### config.mk
export PLATFORM = sky130hd
export DESIGN_NAME = dmem_responder_flat
export DESIGN_NICKNAME = d
export VERILOG_FILES = /design/src/rtl/dmem_responder_if.sv /design/src/rtl/dmem_responder.sv /design/src/flat_wrapper.sv
export SDC_FILE = /design/constraint.sdc
export NUM_CORES = 1
export LEC_CHECK = 0
export BUFFER_PORTS_ARGS = -buffer_cell sky130_fd_sc_hd__buf_2
export CAP_MARGIN = 25
export CORE_MARGIN = 4
export CORE_UTILIZATION = 40
export DETAILED_ROUTE_END_ITERATION = 8
export PLACE_DENSITY_LB_ADDON = 0.15
export SETUP_SLACK_MARGIN = 0.5
export SLEW_MARGIN = 25
export SYNTH_ARGS = -nofsm -noshare
export SYNTH_HDL_FRONTEND = slang
export SYNTH_SLANG_ARGS = --single-unit
export TNS_END_PERCENT = 50
### constraint.sdc
create_clock -name clk_i -period 2.4 [get_ports clk_i]
set_clock_uncertainty 0.05 [all_clocks]
set_input_delay 0.48 -clock clk_i [delete_from_list [all_inputs] [get_ports clk_i]]
set_output_delay 0.48 -clock clk_i [all_outputs]
set_load 0.1 [all_outputs]
### src/rtl/dmem_responder_if.sv
// Load/store bus between the MEM stage and the data-memory responder.
// Latency: none (wires only).
// Backpressure: the responder holds stall_o high until the access completes.
interface dmem_responder_if;
  logic        Memory_read_i;
  logic        Memory_write_i;
  logic [31:0] address_i;
  logic [31:0] write_data_i;
  logic [31:0] read_data_o;
  logic        ack_o;
  logic        stall_o;
  logic        err_o;

  modport master (
    output Memory_read_i, Memory_write_i, address_i, write_data_i,
    input  read_data_o, ack_o, stall_o, err_o
  );

  modport slave (
    input  Memory_read_i, Memory_write_i, address_i, write_data_i,
    output read_data_o, ack_o, stall_o, err_o
  );
endinterface

### src/rtl/dmem_responder.sv
// Multi-cycle data memory that serves one MEM-stage load or store per transaction.
// Latency: ack_o asserts LATENCY cycles after acceptance; one transaction per LATENCY+1 cycles.
// Backpressure: stall_o freezes the pipeline from the request cycle until the ack cycle.
module dmem_responder #(
  parameter int DEPTH   = 32,
  parameter int LATENCY = 3
) (
  input logic              clk_i,
  input logic              rst_i,
  dmem_responder_if.slave  bus
);
  localparam int IW = $clog2(DEPTH);
  localparam int CW = (LATENCY > 2) ? $clog2(LATENCY) : 1;

  localparam logic [1:0] IDLE = 2'd0;
  localparam logic [1:0] WAIT = 2'd1;
  localparam logic [1:0] RESP = 2'd2;

  logic [1:0]    state;
  logic [CW-1:0] cnt;
  logic [IW-1:0] idx_q;
  logic [31:0]   wdata_q;
  logic          wr_q;
  logic          fault_q;
  logic [31:0]   rdata_q;
  logic [31:0]   mem [DEPTH];

  logic          req;
  logic          req_fault;
  logic [IW-1:0] req_idx;

  logic          commit;
  logic          c_wr;
  logic          c_fault;
  logic [IW-1:0] c_idx;
  logic [31:0]   c_data;

  assign req     = bus.Memory_read_i | bus.Memory_write_i;
  assign req_idx = bus.address_i[IW+1:2];

  assign req_fault = (|bus.address_i[1:0])
                   | (bus.address_i >= 32'(4 * DEPTH))
                   | (bus.Memory_read_i & bus.Memory_write_i);

  // The access commits on the edge that enters RESP; with LATENCY=1 that is
  // the acceptance edge itself, so the live inputs stand in for the captured ones.
  always_comb begin
    commit  = 1'b0;
    c_wr    = wr_q;
    c_fault = fault_q;
    c_idx   = idx_q;
    c_data  = wdata_q;
    if (state == IDLE && req && LATENCY == 1) begin
      commit  = 1'b1;
      c_wr    = bus.Memory_write_i;
      c_fault = req_fault;
      c_idx   = req_idx;
      c_data  = bus.write_data_i;
    end else if (state == WAIT && cnt == '0) begin
      commit  = 1'b1;
    end
  end

  always_ff @(posedge clk_i or negedge rst_i) begin
    if (!rst_i) begin
      state   <= IDLE;
      cnt     <= '0;
      idx_q   <= '0;
      wdata_q <= '0;
      wr_q    <= 1'b0;
      fault_q <= 1'b0;
    end else begin
      case (state)
        IDLE: begin
          if (req) begin
            idx_q   <= req_idx;
            wdata_q <= bus.write_data_i;
            wr_q    <= bus.Memory_write_i;
            fault_q <= req_fault;
            if (LATENCY == 1) begin
              state <= RESP;
            end else begin
              state <= WAIT;
              cnt   <= CW'(LATENCY - 2);
            end
          end
        end
        WAIT: begin
          if (cnt == '0) begin
            state <= RESP;
          end else begin
            cnt <= cnt - 1'b1;
          end
        end
        RESP:    state <= IDLE;
        default: state <= IDLE;
      endcase
    end
  end

  always_ff @(posedge clk_i or negedge rst_i) begin
    if (!rst_i) begin
      for (int i = 0; i < DEPTH; i++) begin
        mem[i] <= '0;
      end
    end else if (commit && c_wr && !c_fault) begin
      mem[c_idx] <= c_data;
    end
  end

  // Load data is sticky: only a read ack or a fault ack replaces it.
  always_ff @(posedge clk_i or negedge rst_i) begin
    if (!rst_i) begin
      rdata_q <= '0;
    end else if (commit) begin
      if (c_fault) begin
        rdata_q <= '0;
      end else if (!c_wr) begin
        rdata_q <= mem[c_idx];
      end
    end
  end

  assign bus.stall_o     = rst_i & ((state == IDLE && req) || state == WAIT);
  assign bus.ack_o       = (state == RESP);
  assign bus.err_o       = (state == RESP) & fault_q;
  assign bus.read_data_o = rdata_q;
endmodule

### src/flat_wrapper.sv
// flat-port wrapper written by rule: the top's interface ports become plain ports
module dmem_responder_flat 
#(
  parameter int DEPTH   = 32,
  parameter int LATENCY = 3
)
  (clk_i, rst_i, bus_Memory_read_i, bus_Memory_write_i, bus_address_i, bus_write_data_i, bus_read_data_o, bus_ack_o, bus_stall_o, bus_err_o);
  dmem_responder_if bus_i ();
  input logic clk_i;
  input logic rst_i;
  input wire logic [$bits(bus_i.Memory_read_i)-1:0] bus_Memory_read_i;
  input wire logic [$bits(bus_i.Memory_write_i)-1:0] bus_Memory_write_i;
  input wire logic [$bits(bus_i.address_i)-1:0] bus_address_i;
  input wire logic [$bits(bus_i.write_data_i)-1:0] bus_write_data_i;
  output wire logic [$bits(bus_i.read_data_o)-1:0] bus_read_data_o;
  output wire logic [$bits(bus_i.ack_o)-1:0] bus_ack_o;
  output wire logic [$bits(bus_i.stall_o)-1:0] bus_stall_o;
  output wire logic [$bits(bus_i.err_o)-1:0] bus_err_o;
  assign bus_i.Memory_read_i = bus_Memory_read_i;
  assign bus_i.Memory_write_i = bus_Memory_write_i;
  assign bus_i.address_i = bus_address_i;
  assign bus_i.write_data_i = bus_write_data_i;
  assign bus_read_data_o = bus_i.read_data_o;
  assign bus_ack_o = bus_i.ack_o;
  assign bus_stall_o = bus_i.stall_o;
  assign bus_err_o = bus_i.err_o;
  dmem_responder #(.DEPTH(DEPTH), .LATENCY(LATENCY)) u_core (.clk_i(clk_i), .rst_i(rst_i), .bus(bus_i));
endmodule
==> results of run 1 <==
where the power goes:
part	switching, mW	leakage (nW)	internal [mW]
sequential	2.68	15.2	22.2
combinational	12.3	14.0	12.2
clock	7.70	2.02	11.3
layout by cell type (no fill, tap or decap), types with 37 or more instances in the layout:
cell type                       Yosys  final
sky130_fd_sc_hd__buf_12             0    149
sky130_fd_sc_hd__buf_16             0     39
sky130_fd_sc_hd__buf_2             84     98
sky130_fd_sc_hd__buf_4             12    230
sky130_fd_sc_hd__buf_6             14     64
sky130_fd_sc_hd__clkbuf_16          0    161
sky130_fd_sc_hd__dfrtp_1         1099   1091
sky130_fd_sc_hd__dlygate4sd3_1      0     37
sky130_fd_sc_hd__mux2_2          1039    645
sky130_fd_sc_hd__mux2_4            15    415
sky130_fd_sc_hd__mux2i_1          512    456
sky130_fd_sc_hd__o22ai_1          256    191
sky130_fd_sc_hd__o22ai_2            0     57
state kept, by name, summed over array words and instances, names as in the netlist:
signal and flops:
u_core.bus.read_data_o 32, u_core.c_wr 1, u_core.state 2, u_core.c_data 32, u_core.cnt 2, u_core.c_fault 1, u_core.c_idx 5, u_core.mem 1024
cell usage after synthesis, types with 5 or more instances:
cell type | count | area, um2
sky130_fd_sc_hd__a22o_1 | 32 | 280
sky130_fd_sc_hd__nor4_1 | 70 | 438
sky130_fd_sc_hd__nor2_1 | 31 | 116
sky130_fd_sc_hd__mux2i_1 | 512 | 5120
sky130_fd_sc_hd__dfrtp_1 | 1099 | 27500
sky130_fd_sc_hd__buf_6 | 14 | 158
sky130_fd_sc_hd__mux2_1 | 9 | 101
sky130_fd_sc_hd__nand2_1 | 36 | 135
sky130_fd_sc_hd__nor3_1 | 5 | 25.0
sky130_fd_sc_hd__buf_4 | 12 | 90.1
sky130_fd_sc_hd__clkbuf_1 | 214 | 803
sky130_fd_sc_hd__nand4bb_1 | 6 | 67.6
sky130_fd_sc_hd__mux2_2 | 1039 | 11700
sky130_fd_sc_hd__o22ai_1 | 256 | 1600
sky130_fd_sc_hd__buf_1 | 10 | 37.5
sky130_fd_sc_hd__buf_2 | 84 | 420
sky130_fd_sc_hd__mux2_4 | 15 | 225
area by class of cell:
type / instances / area (um2) / area share
inverters: 2 / 7.51 / 0.000114
flip-flops and latches: 1099 / 27500 / 0.419
well taps: 1625 / 2030 / 0.0309
repair buffers: 674 / 8630 / 0.131
multi-input cells: 2052 / 23500 / 0.357
clock inverters: 44 / 484 / 0.00737
clock buffers: 174 / 3590 / 0.0546
per-layer routing:
metal  share of wire  global-route usage  routed length, um  vias up
li1                -                   -                  -    13800
met1            0.45               0.319              71800    17200
met2            0.48               0.388              77900      705
met3           0.044              0.0353               7090      189
met4           0.025              0.0639               4000        0
met5               0                   0                  0        -
repair_timing:
action / CTS / global route
cloned: 25 / 39
resized for setup: 278 / 465
pin swaps: 55 / 105
hold buffers: 37 / 0
setup endpoints to repair: 1091 / 1712
setup buffers: 83 / 66
hold endpoints to repair: 167 / 0
worst reg2reg max path, cell delays in order (launching register included):
cell,delay (ps)
sky130_fd_sc_hd__dfrtp_1,390
sky130_fd_sc_hd__inv_1,70
sky130_fd_sc_hd__ha_2,180
sky130_fd_sc_hd__and3_4,210
sky130_fd_sc_hd__or3b_4,470
sky130_fd_sc_hd__buf_6,160
sky130_fd_sc_hd__or2_4,290
sky130_fd_sc_hd__buf_12,150
sky130_fd_sc_hd__buf_12,140
sky130_fd_sc_hd__mux2_4,290
worst paths after layout:
kind	to	slack, ps	cells past startpoint
setup / recovery	u_core.mem[494]	-120	9
hold / removal	u_core.c_idx[4]	60	2
setup reg to reg	u_core.mem[494]	-120	9
hold reg to reg	u_core.mem[875]	450	1
max in group asynchronous	u_core.mem[26]	340	4
min in group asynchronous	u_core.bus.read_data_o[8]	460	2
metrics by stage:
step	std cells	TNS (ps)	utilization	area (um2)	hold slack [ps]
floorplan	3487	0	-	50100	134
global placement	5202	-47210	0.451	54900	274
detailed placement	5202	-31720	0.451	54900	276
CTS	5565	-1390	0.509	62100	2.78
global route	5670	-25410	0.539	65700	47.6
finish	5670	-7390	0.539	65700	57.7
cells by family (layout without fill, tap and decap cells):
logic type,after synthesis,in the layout
flip-flops,1099,1099
adder cells (fa/ha/maj),1,1
buffers and inverters,336,894
multiplexers,1575,1575
AND/OR/NAND/NOR,184,184
AO/OA/AOI/OAI,292,292
==> summary by stage, run 1 <==
Synth
During synthesis, Yosys emitted a total of 0 warnings. The predominant post-synthesis flop cell is sky130_fd_sc_hd__dfrtp_1. The adder-cell area share of the yosys netlist is 0.000255. The post-synthesis xor/xnor area fraction is 0.

The mean post-synth cell area is about 14 um2. The post-synthesis compound-gate area fraction is 0.0387. Counting every net in the synthesized netlist gives 3556. The count of flip-flops with a built-in enable after synthesis is 0.

Of the total synthesized cell area, the portion taken by AND, OR, NAND and NOR gates is 0.0214. Of the synthesized area, sequential elements account for 0.560. Measured against the total synthesized area, the mux share comes to 0.349. After synthesis the cells add up to about 49000 um2. In the synthesized netlist, the number of instances is 3487. The share of flip-flops with an asynchronous set or reset after synthesis is 1.00. In this run, synthesis produced a sequential element count of approximately 1100.

After synthesis, the largest family of logic cells by area is multiplexers. The synthesized netlist contains 39 unique library cells.

Placement
At the end of routability-driven placement, the weighted congestion stood at about 0.8. Port buffering added between 100 and 150 buffers. The final HPWL from detailed placement is around 91000 um. Prior to clock tree synthesis, the placed netlist has a worst setup slack of -394 ps.

Drt
The via count is between 30000 and 40000. The number of violations reported at the end of detailed-routing iteration 0 is around 2300. The post-detailed-route DRC marker count is 0.

Once detail routing completed, the nets flagged for antenna violations numbered 0. For this block, the routed nets add up to about 160000 um of wire. Dividing the detail-routed via count by the number of cells gives 5.62. In the final routed layout, each cell accounts on average for around 28 um. The number of iterations in the first detailed-routing pass is 6.

Clock network
Counting along the longest clock path gives a buffer depth of 3. TritonCTS built the clock tree. The number of clock sinks is between 1000 and 1500.

The clock transition at the registers of the reported paths is about 60 ps. The H-tree was split into 3 levels. The clock reaches the later pin of the worst-skew pair after between 700 and 800 ps. The cell sitting at the root of the clock tree is a sky130_fd_sc_hd__clkbuf_16. The TritonCTS buffer count is between 100 and 150.

STA
Setup repair after global routing could not meet its margin everywhere. After layout, the worst setup slack is -118 ps. The maximum frequency from static timing analysis is 397 MHz. In this run the tightest slew margin relative to its limit is 0.318. The final cycle utilization of the critical path is 1.05. The total count of hold-check failures in the final report is 0. At the pin with the least slew margin, the transition time is 1020 ps. The post-layout minimum cycle time is roughly 2500 ps.

Setup violations remaining at the end of the flow were counted as around 200. The final number of max-transition violations came to 0.

Pwr
Summed over all cells, the static leakage comes to about 31 nW. The overall power consumption is a little under 70 mW. VDD sags by at most a little over 0.0008 V. The power per cell area is 1040 nW/um2.

Worst hold path
The startpoint identified for the worst hold timing path is bus_address_i[6]. The path type of the worst min-delay path is in -> reg.

Run
The count of maximum capacitance violations is 0.

Worst setup path
At the worst endpoint, the required time is slightly below 3000 ps. The maximum single-stage delay on the critical path is approximately 460 ps. Counting both buffers and inverters, the worst setup path holds a total of 4. The family with the most delay on the worst path is simple AND/OR/NAND/NOR gates. In this run the worst path has a maximum fanout of 8. The worst register-to-register path begins at u_core.cnt[0]. The critical path starts at u_core.cnt[0]. The signal arrival time at the worst endpoint is around 3000 ps.

By instance count, the cell type seen most on the critical path is sky130_fd_sc_hd__buf_12. The kind of end point of the critical path is a flop. The cell with the biggest individual delay on the critical path is sky130_fd_sc_hd__or3b_4. The launching element type of the critical path is a flop. Walking the worst path, the cells encountered are inv_1 -> ha_2 -> and3_4 -> or3b_4 -> buf_6 -> or2_4 -> buf_12 -> buf_12 -> mux2_4. The path type of the worst setup path is reg -> reg.

Finish
The layout overhead on the synthesized area is 33.8%. The number of antenna diodes in the final layout is 0. The fraction of final layout cells with drive strength greater than 1 is 0.531. The number of nets in the final layout is between 4000 and 5000. The number of inserted filler cells in the final layout is ~9800.

Outcome
The checks that failed: setup timing. The run finished, with violations left.

GRT
The number of global-route vias before repair is about 34000. The sum of overflow across all layers after global routing is 0. The first global-routing pass estimated around 220000 um of wire. The initial antenna violation count came to 2.

The maximum number of pins on one net before global-route repair is around 150. The global router's overall resource usage is 0.233.

Die
For this configuration, the core starts out at a cell density of 0.403. The count of boundary I/O pins is between 100 and 150. The die is 358 um wide.

The core region is ~120000 um2. The number of rows in the core area is 128. The overall die area is around 130000 um2.

The floorplan step set the die height to around 360 um.
Power figures use the tool's default switching activity.
==> run 2, diff against run 1 <==
Settings changed: BUFFER_PORTS_ARGS -buffer_cell sky130_fd_sc_hd__buf_2 to unset, DONT_BUFFER_PORTS set to 1, HOLD_SLACK_MARGIN set to 0.06.
==> run 2 against run 1 <==
The flow finishes with violations (hold timing, setup timing); critical endpoint is now u_core.mem[630]; cell count fell by 2.6%; clock power barely moved; routed wire length rose by 0.88%; sequential power barely moved; utilization fell by 1.5 points; non-clock buffer count fell by 147; flip-flop and latch count did not move; first-iteration DRC count fell by 3.7%; via count fell by 1.2%; global-route usage fell by 0.092 points; count of clock-buffer cells in the layout rose by 1.
==> summary by stage, run 2 (synthesis results as in run 1) <==
Outcome
The checks that failed: hold timing, setup timing. The run finished, with violations left.

Drt
The via count is 31500 (-1.2%). The post-detailed-route via-to-cell ratio came to 5.70 (+1.5%). The per-cell routed wire length came to 29.4 um (+3.6%).

The number of violations reported at the end of detailed-routing iteration 0 was 2167 (-3.7%). The routed wire length is 162000 um (+0.88%). The number of routed nets with antenna violations is 0 (unchanged).

The post-detailed-route DRC marker count was 0 (unchanged). The number of iterations in the first detailed-routing pass is 7 (+1).

STA
The maximum frequency from static timing analysis is 387 MHz (-2.6%). The transition time of the tightest slew-check pin came to 802 ps (-222 ps). The final worst slack was -185 ps (-67.4 ps). The final number of max-transition violations is 0 (unchanged). The total count of hold-check failures in the final report is 316 (+316).

The final cycle utilization of the critical path is 1.08 (+0.0281). The post-layout minimum cycle time was 2590 ps (+67.4 ps). Setup repair after global routing could not meet its margin everywhere.

The headroom to the max-slew limit is 0.465 (+0.148). The worst hold slack is -588 ps (-646 ps). The count of final setup violators is 489 (+150%).

Placement
The post-placement cell count is 5105 (-1.9%). The final HPWL from detailed placement was 91300 um (+0.78%). The routability congestion estimate is 0.810 (+3.0%). The post-place setup slack is -462 ps (-68.0 ps).

The number of port buffers came to 0 (-100%).

Clock network
The clock latency of the later-clocked register in the worst-skew pair is 720 ps (about the same). The tree is rooted in a sky130_fd_sc_hd__clkbuf_16. The TritonCTS buffer count was 119 (unchanged). The CTS tree is done. The number of clock sinks is 1099 (unchanged). The number of H-tree levels is 3 (unchanged).

The clock transition at the registers of the reported paths came to 60 ps (about the same). The maximum clock insertion buffer count is 3 (unchanged).

Die
The number of rows in the core area is 128 (unchanged). The overall die area is 129000 um2 (unchanged). The height of the chip is 358 um (unchanged). The count of boundary I/O pins is 103 (unchanged). The standard cell core area was 122000 um2 (unchanged). The effective utilization at floorplan was 0.403 (unchanged). The die span in x is 358 um (unchanged).

Finish
The number of flip-flops in the largest register came to 1024 (unchanged). Leaving out fill and tap cells, the most frequent cell in the layout is sky130_fd_sc_hd__dfrtp_1. The filler-free cell count of the finished design is 5520 (-2.6%).

In the layout the commonest cells are sky130_fd_sc_hd__dfrtp_1, sky130_fd_sc_hd__mux2_2, sky130_fd_sc_hd__mux2i_1. The final antenna diode count came to 0 (unchanged). The number of inserted filler cells in the final layout is 9985 (+2.1%). The fraction of final layout cells with drive strength greater than 1 is 0.496 (-0.0348). The number of nets in the final layout is 3870 (-3.7%). From synthesis to final layout, the design area changed by 30.0%.

More flip-flops sit in one register than any other, and that register is u_core.mem.

GRT
The maximum number of pins on one net before global-route repair is 209 (+43%). The global-route wire length before repair was 224000 um (about the same). The sum of overflow across all layers after global routing is 0 (unchanged). The initial antenna violation count is 2 (unchanged). The global router's overall resource usage came to 0.232 (-0.000922). The number of global-route vias before repair was 33200 (-1.1%).

Worst hold path
The path type of the worst min-delay path is in -> async.

Pwr
The peak supply drop is 0.000932 V (+13%). The power per cell area is 1050 nW/um2 (+0.93%). The cell leakage power is 30.4 nW (-2.6%).

Worst setup path
The signal arrival time at the worst endpoint is 3120 ps (+60 ps). STA classifies the critical path startpoint as a flop. The critical path in this run is classified as reg -> reg.

The required time at the worst-slack endpoint is 2940 ps (about the same). The worst setup path is captured at a flop. The largest fanout on the critical path was 6 (-2).

Run
The count of maximum capacitance violations is 0 (unchanged).
[run 2: cell count changes in the layout (fill, tap and decap cells not counted), sizes merged]
cell / change
inv: +1
buf: -177
clkinvlp: -3
clkinv: -2
bufbuf: -1
dlygate4sd3: +17
clkbuf: +15
[run 2: routing by layer]
layer | track usage | share of wire
met1 | 0.320 | 0.45
met3 | 0.0263 | 0.038
met4 | 0.0644 | 0.031
met5 | 0 | 0.00017
met2 | 0.390 | 0.48
[run 2: cell type report]
| cell class | instances | area [um2] | area share |
|---|---|---|---|
| flip-flops and latches | 1099 | 27500 | 0.431 |
| repair buffers | 527 | 7510 | 0.118 |
| clock inverters | 40 | 500 | 0.00784 |
| inverters | 2 | 7.51 | 0.000118 |
| well taps | 1625 | 2030 | 0.0318 |
| multi-input cells | 2052 | 22800 | 0.356 |
| clock buffers | 175 | 3550 | 0.0556 |
[run 2: worst paths after layout]
| path | cells past startpoint | from | end | slack [ps] |
|---|---|---|---|---|
| max | 8 | u_core.c_idx[0] | u_core.mem[630] | -190 |
| min | 0 | rst_i | u_core.mem[200] | -590 |
| max reg2reg | 8 | u_core.c_idx[0] | u_core.mem[630] | -190 |
| min reg2reg | 1 | u_core.mem[694] | u_core.mem[694] | 450 |
| max in group asynchronous | 5 | rst_i | u_core.mem[279] | 360 |
| min in group clk_i | 2 | bus_write_data_i[23] | u_core.c_data[23] | 390 |
[run 2: worst max-delay path: stages, from the launching register on]
cell,delay [ps]
sky130_fd_sc_hd__dfrtp_4,530
sky130_fd_sc_hd__buf_16,170
sky130_fd_sc_hd__buf_6,110
sky130_fd_sc_hd__buf_12,140
sky130_fd_sc_hd__or3b_4,440
sky130_fd_sc_hd__buf_6,150
sky130_fd_sc_hd__nor2_4,270
sky130_fd_sc_hd__clkbuf_16,280
sky130_fd_sc_hd__mux2_4,310
[run 2: power by group]
part	switching [mW]	total [mW]	internal, mW
logic	11.9	23.3	11.4
clock network	7.68	18.8	11.2
registers	2.63	24.8	22.2
[run 2: metrics by stage]
step	hold slack (ps)	TNS (ps)	total power [mW]	util	cell area, um2
3_3_place_gp	149	-96570	43.7	0.448	54600
3_5_place_dp	147	-110770	44.3	0.448	54600
2_1_floorplan	134	0	36.7	-	50100
5_1_grt	-628	-50900	69.7	0.524	63900
6_report	-588	-33650	67.0	0.524	63900
4_1_cts	-638	-14020	64.1	0.493	60100
[run 2: what timing repair did]
| item | 4_1_cts | 5_1_grt |
|---|---|---|
| buffers inserted | 19 | 64 |
| resized for setup | 111 | 421 |
| endpoints found under the hold margin | 579 | 421 |
| endpoints found under the setup margin | 1089 | 1274 |
| pin swaps | 17 | 106 |
| hold buffers | 54 | 1 |
| cloned | 9 | 52 |
